<file path="src/rtl/adder_avst.sv">
// Avalon-ST packet summer: adds every byte of an input packet and emits the sum as one beat.
// Define ADDER_AVST_SAT_EN to saturate the running sum instead of wrapping.
module adder_avst #(
    parameter int DATA_W = 8
) (
    input  logic              clk,
    input  logic              reset,
    input  logic [DATA_W-1:0] data_in,
    input  logic              end_in,
    input  logic              valid_in,
    input  logic              ready_out,
    output logic              ready_in,
    output logic [DATA_W-1:0] data_out,
    output logic              valid_out,
    output logic              end_out
);

    typedef enum logic {
        ACCUM,
        HOLD
    } state_t;

    state_t            state;
    state_t            state_next;
    logic [DATA_W-1:0] acc;
    logic              first;
    logic [DATA_W:0]   wide;
    logic [DATA_W-1:0] sum;
    logic              accept;
    logic              consume;

    assign accept  = valid_in && ready_in;
    assign consume = valid_out && ready_out;

    // NOTE: every output of a combinational block gets a default first, so no latch is inferred.
    always_comb begin
        wide = {1'b0, acc} + {1'b0, data_in};
`ifdef ADDER_AVST_SAT_EN
        sum = wide[DATA_W] ? '1 : wide[DATA_W-1:0];
`else
        sum = wide[DATA_W-1:0];
`endif
        if (first) begin
            sum = data_in;
        end
    end

    // NOTE: sequential state uses non-blocking assignments so all registers update together.
    always_ff @(posedge clk) begin
        if (!reset) begin
            state <= ACCUM;
        end else begin
            state <= state_next;
        end
    end

    // A freshly accepted last beat wins over retiring the old result: back-to-back with no bubble.
    always_comb begin
        state_next = state;
        if (accept && end_in) begin
            state_next = HOLD;
        end else if (consume) begin
            state_next = ACCUM;
        end
    end

    always_comb begin
        ready_in  = reset && ((state == ACCUM) || ready_out);
        valid_out = (state == HOLD);
        end_out   = (state == HOLD);
    end

    always_ff @(posedge clk) begin
        if (!reset) begin
            acc      <= '0;
            first    <= 1'b1;
            data_out <= '0;
        end else if (accept) begin
            if (end_in) begin
                data_out <= sum;
                acc      <= '0;
                first    <= 1'b1;
            end else begin
                acc   <= sum;
                first <= 1'b0;
            end
        end
    end

endmodule

</file>
<file path="config.mk">
export PLATFORM = sky130hd
export DESIGN_NAME = adder_avst
export DESIGN_NICKNAME = d
export VERILOG_FILES = /design/src/rtl/adder_avst.sv
export SDC_FILE = /design/constraint.sdc
export NUM_CORES = 1
export LEC_CHECK = 0
export CAP_MARGIN = 20
export CELL_PAD_IN_SITES_DETAIL_PLACEMENT = 0
export CELL_PAD_IN_SITES_GLOBAL_PLACEMENT = 1
export CORE_MARGIN = 1
export CORE_UTILIZATION = 37
export DETAILED_ROUTE_END_ITERATION = 6
export PLACE_DENSITY_LB_ADDON = 0.3
export SKIP_CTS_REPAIR_TIMING = 1
export SYNTH_ARGS = -nofsm -noshare
export SYNTH_HDL_FRONTEND = slang
export SYNTH_SLANG_ARGS = --single-unit
</file>
<file path="constraint.sdc">
create_clock -name clk -period 2.7 [get_ports clk]
set_clock_uncertainty 0.15 [all_clocks]
set_input_delay 0.54 -clock clk [delete_from_list [all_inputs] [get_ports clk]]
set_output_delay 0.54 -clock clk [all_outputs]
set_load 0.1 [all_outputs]
</file>
==> reports/metrics.cfg <==
[grt]
met2_usage = 0.274
grt_pass1_wl_um = 4470
grtUsageTotal = 0.175
antenna_found_initial = 0
top_usage_layer = met2
grt_max_degree = 19
grt_pass1_vias = 992
grt_use_met3 = 0.0156
grt_remaining_overflow = 0
met1_usage = 0.247

[die]
die_h_um = 57.7
rows = 19
start_util = 0.402
die_x_um = 57.7
coreArea_um2 = 2850
io_pins = 24
die-area_um2 = 3330

[logic_synthesis]
synth_top_area_cell = dfxtp_1
yosys.area.top_type_share = 0.314
syn_avg_cell_area_um2 = 8.83
ys_async_sr_fraction = 0
ys.flop_type = dfxtp_1
netlist_instances = 130
synth_edf_count = 0
ys_types = 49
yosys-top-cells-area = dfxtp_1 (31%), ha_1 (7.6%), nand2_1 (3.6%)
yosysMostFrequentCell = dfxtp_1
yosys_warnings = 0
yosys-top-cells-count = dfxtp_1 (18), nand2_1 (11), nor2_1 (10)
synth_nets = 151
synth-seq-area-share = 0.314
syn_area_um2 = 1150
synth-seq-cells = 18

[route]
routedWlPerCell_um = 14.0
drt_drc_violations_left = 2
wl_um = 2640
drt-initial-drc-count = 32
dr.pass1.iters = 6
vias_per_cell = 5.71
ant_nets = 0
dr_total_vias = 1073

[critical_path]
cp-end-kind = register
crit_path_top_delay_cell = clkdlybuf4s50_1
r2r_end = acc[6]
critPathMaxFanout = 3
worstPathRequired_ns = 2.74
path_cells = clkdlybuf4s50_1 -> ha_1 -> fa_1 -> a211oi_1 -> o21bai_1 -> a21oi_2 -> mux2i_1 -> o211ai_1
startpoint = data_in[0]
ff2ff_path_depth = 7
slowest_delay_ns = 0.43
reg2reg_slack_ns = 0.52
critPathArrivalTime_ns = 2.60
crit_end = acc[6]
critPathLaunchType = input pin
worst-setup-path-type = input pin to register
r2r-start = acc[0]

[clock_tree]
clock_latency_ns = 0.29
clock_sinks = 18
cts.clk_slew.worst_paths_ns = 0.10
cts_tree = built
cts_buffers = 3
cts_root_buf = clkbuf_4
htree_levels = 1
cts.path.max_buffers = 2

[pwr]
p_per_area_nw_per_um2 = 460
vdd_drop_max_uv = 154
p_leak_nw = 0.614

[run_status]
violations = design-rule violations
outcome = finished with violations

[timing]
setup_viol = 0
hold_viol = 0
finalCriticalPeriod_ns = 2.56
tns_ns = 0
grt_setup_unrepaired = no
relSlewSlack = 0.552
slew_violations = 0
clock.fmax_mhz = 390
post-route-period-util = 0.949
tightest_slew_ns = 0.671

[placed_design]
dp.final_hpwl_um = 2020
port_buffers = 23
place_congestion = 0.823
dp.cells = 185

[finish]
drive_gt1_frac = 0.217
stdcell_count = 188
final_util = 0.504
area_growth_syn_to_layout_pct = 25.3
nets = 180
n_antenna_cell = 0

[worst_hold_path]
min_path_type = register to register

[job]
cap_violations = 0

-- layout make-up --
class	count	area [µm²]
sequential	18	360
clock buffer	3	22.5
timing repair buffer	31	275
tap	31	38.8
multi-input combinational	104	737
inverter	1	3.75
fill	288	1420
-- logic make-up (layout without fill, tap and decap cells) --
logic type	count (synthesis)	count (layout)	share of synthesized area
mux	4	4	0.0349
flops	18	18	0.314
fa+ha+maj	8	8	0.0938
buf+inv	8	35	0.0469
xor+xnor	3	3	0.0229
simple gates	46	46	0.207
compound gates	43	43	0.280
-- critical path, delay by kind of cell --
family          cells  cell delay (ns)
compound gates      4             0.76
fa+ha+maj           2             0.65
buf+inv             1             0.43
mux                 1             0.21
-- how the worst min path moves through the flow --
| stage | startpoint | slack (ns) | endpoint | cells past startpoint |
|---|---|---|---|---|
| 6_report | acc[3] | 0.33 | acc[3] | 2 |
| 3_3_place_gp | acc[3] | 0.29 | acc[3] | 2 |
| 5_1_grt | acc[3] | 0.35 | acc[3] | 2 |
| 4_1_cts | acc[3] | 0.33 | acc[3] | 2 |
| 2_1_floorplan | acc[3] | 0.28 | acc[3] | 2 |
| 3_5_place_dp | acc[3] | 0.30 | acc[3] | 2 |
-- layout by cell type (no fill, tap or decap), types with 2 or more instances in the layout --
cell type	synthesis	final
nand2b_1	3	3
xnor2_1	2	2
a2111oi_0	2	2
o211ai_1	2	2
clkdlybuf4s50_1	0	12
mux2i_1	4	4
ha_1	7	7
a21o_1	2	2
a21oi_1	8	7
dfxtp_1	18	18
a31oi_1	2	2
a211oi_1	4	4
buf_4	2	18
clkbuf_4	0	3
nor2_1	10	10
o21ai_0	7	7
nor3_1	4	4
nand2_1	11	11
nand3_1	7	7
a21o_2	2	2
-- sequential cells by signal (all words and copies together) (netlist names) --
register  count
acc           8
data_out      8
end_out       1
first         1
-- routing by layer --
layer / vias to the layer above / routed length [µm]
met1: 489 / 1300
met4: 0 / 46
met3: 4 / 131
li1: 550 / -
met2: 30 / 1170
met5: - / 0
-- where the power goes --
group          total (mW)  internal, mW  switching (mW)
registers           0.296         0.282          0.0143
clock network       0.138        0.0520          0.0858
logic               0.228        0.0777           0.150
-- stage by stage --
step           area [µm²]  setup WS (ns)  power, mW  hold WS [ns]
2_1_floorplan        1150          0.260      0.466         0.279
3_3_place_gp         1410         -0.177      0.527         0.294
3_5_place_dp         1410         -0.234      0.529         0.303
4_1_cts              1430         0.0755      0.667         0.328
5_1_grt              1440         0.0211      0.701         0.349
6_report             1440          0.139      0.662         0.327
No activity file was read; power rests on OpenSTA's default activity.
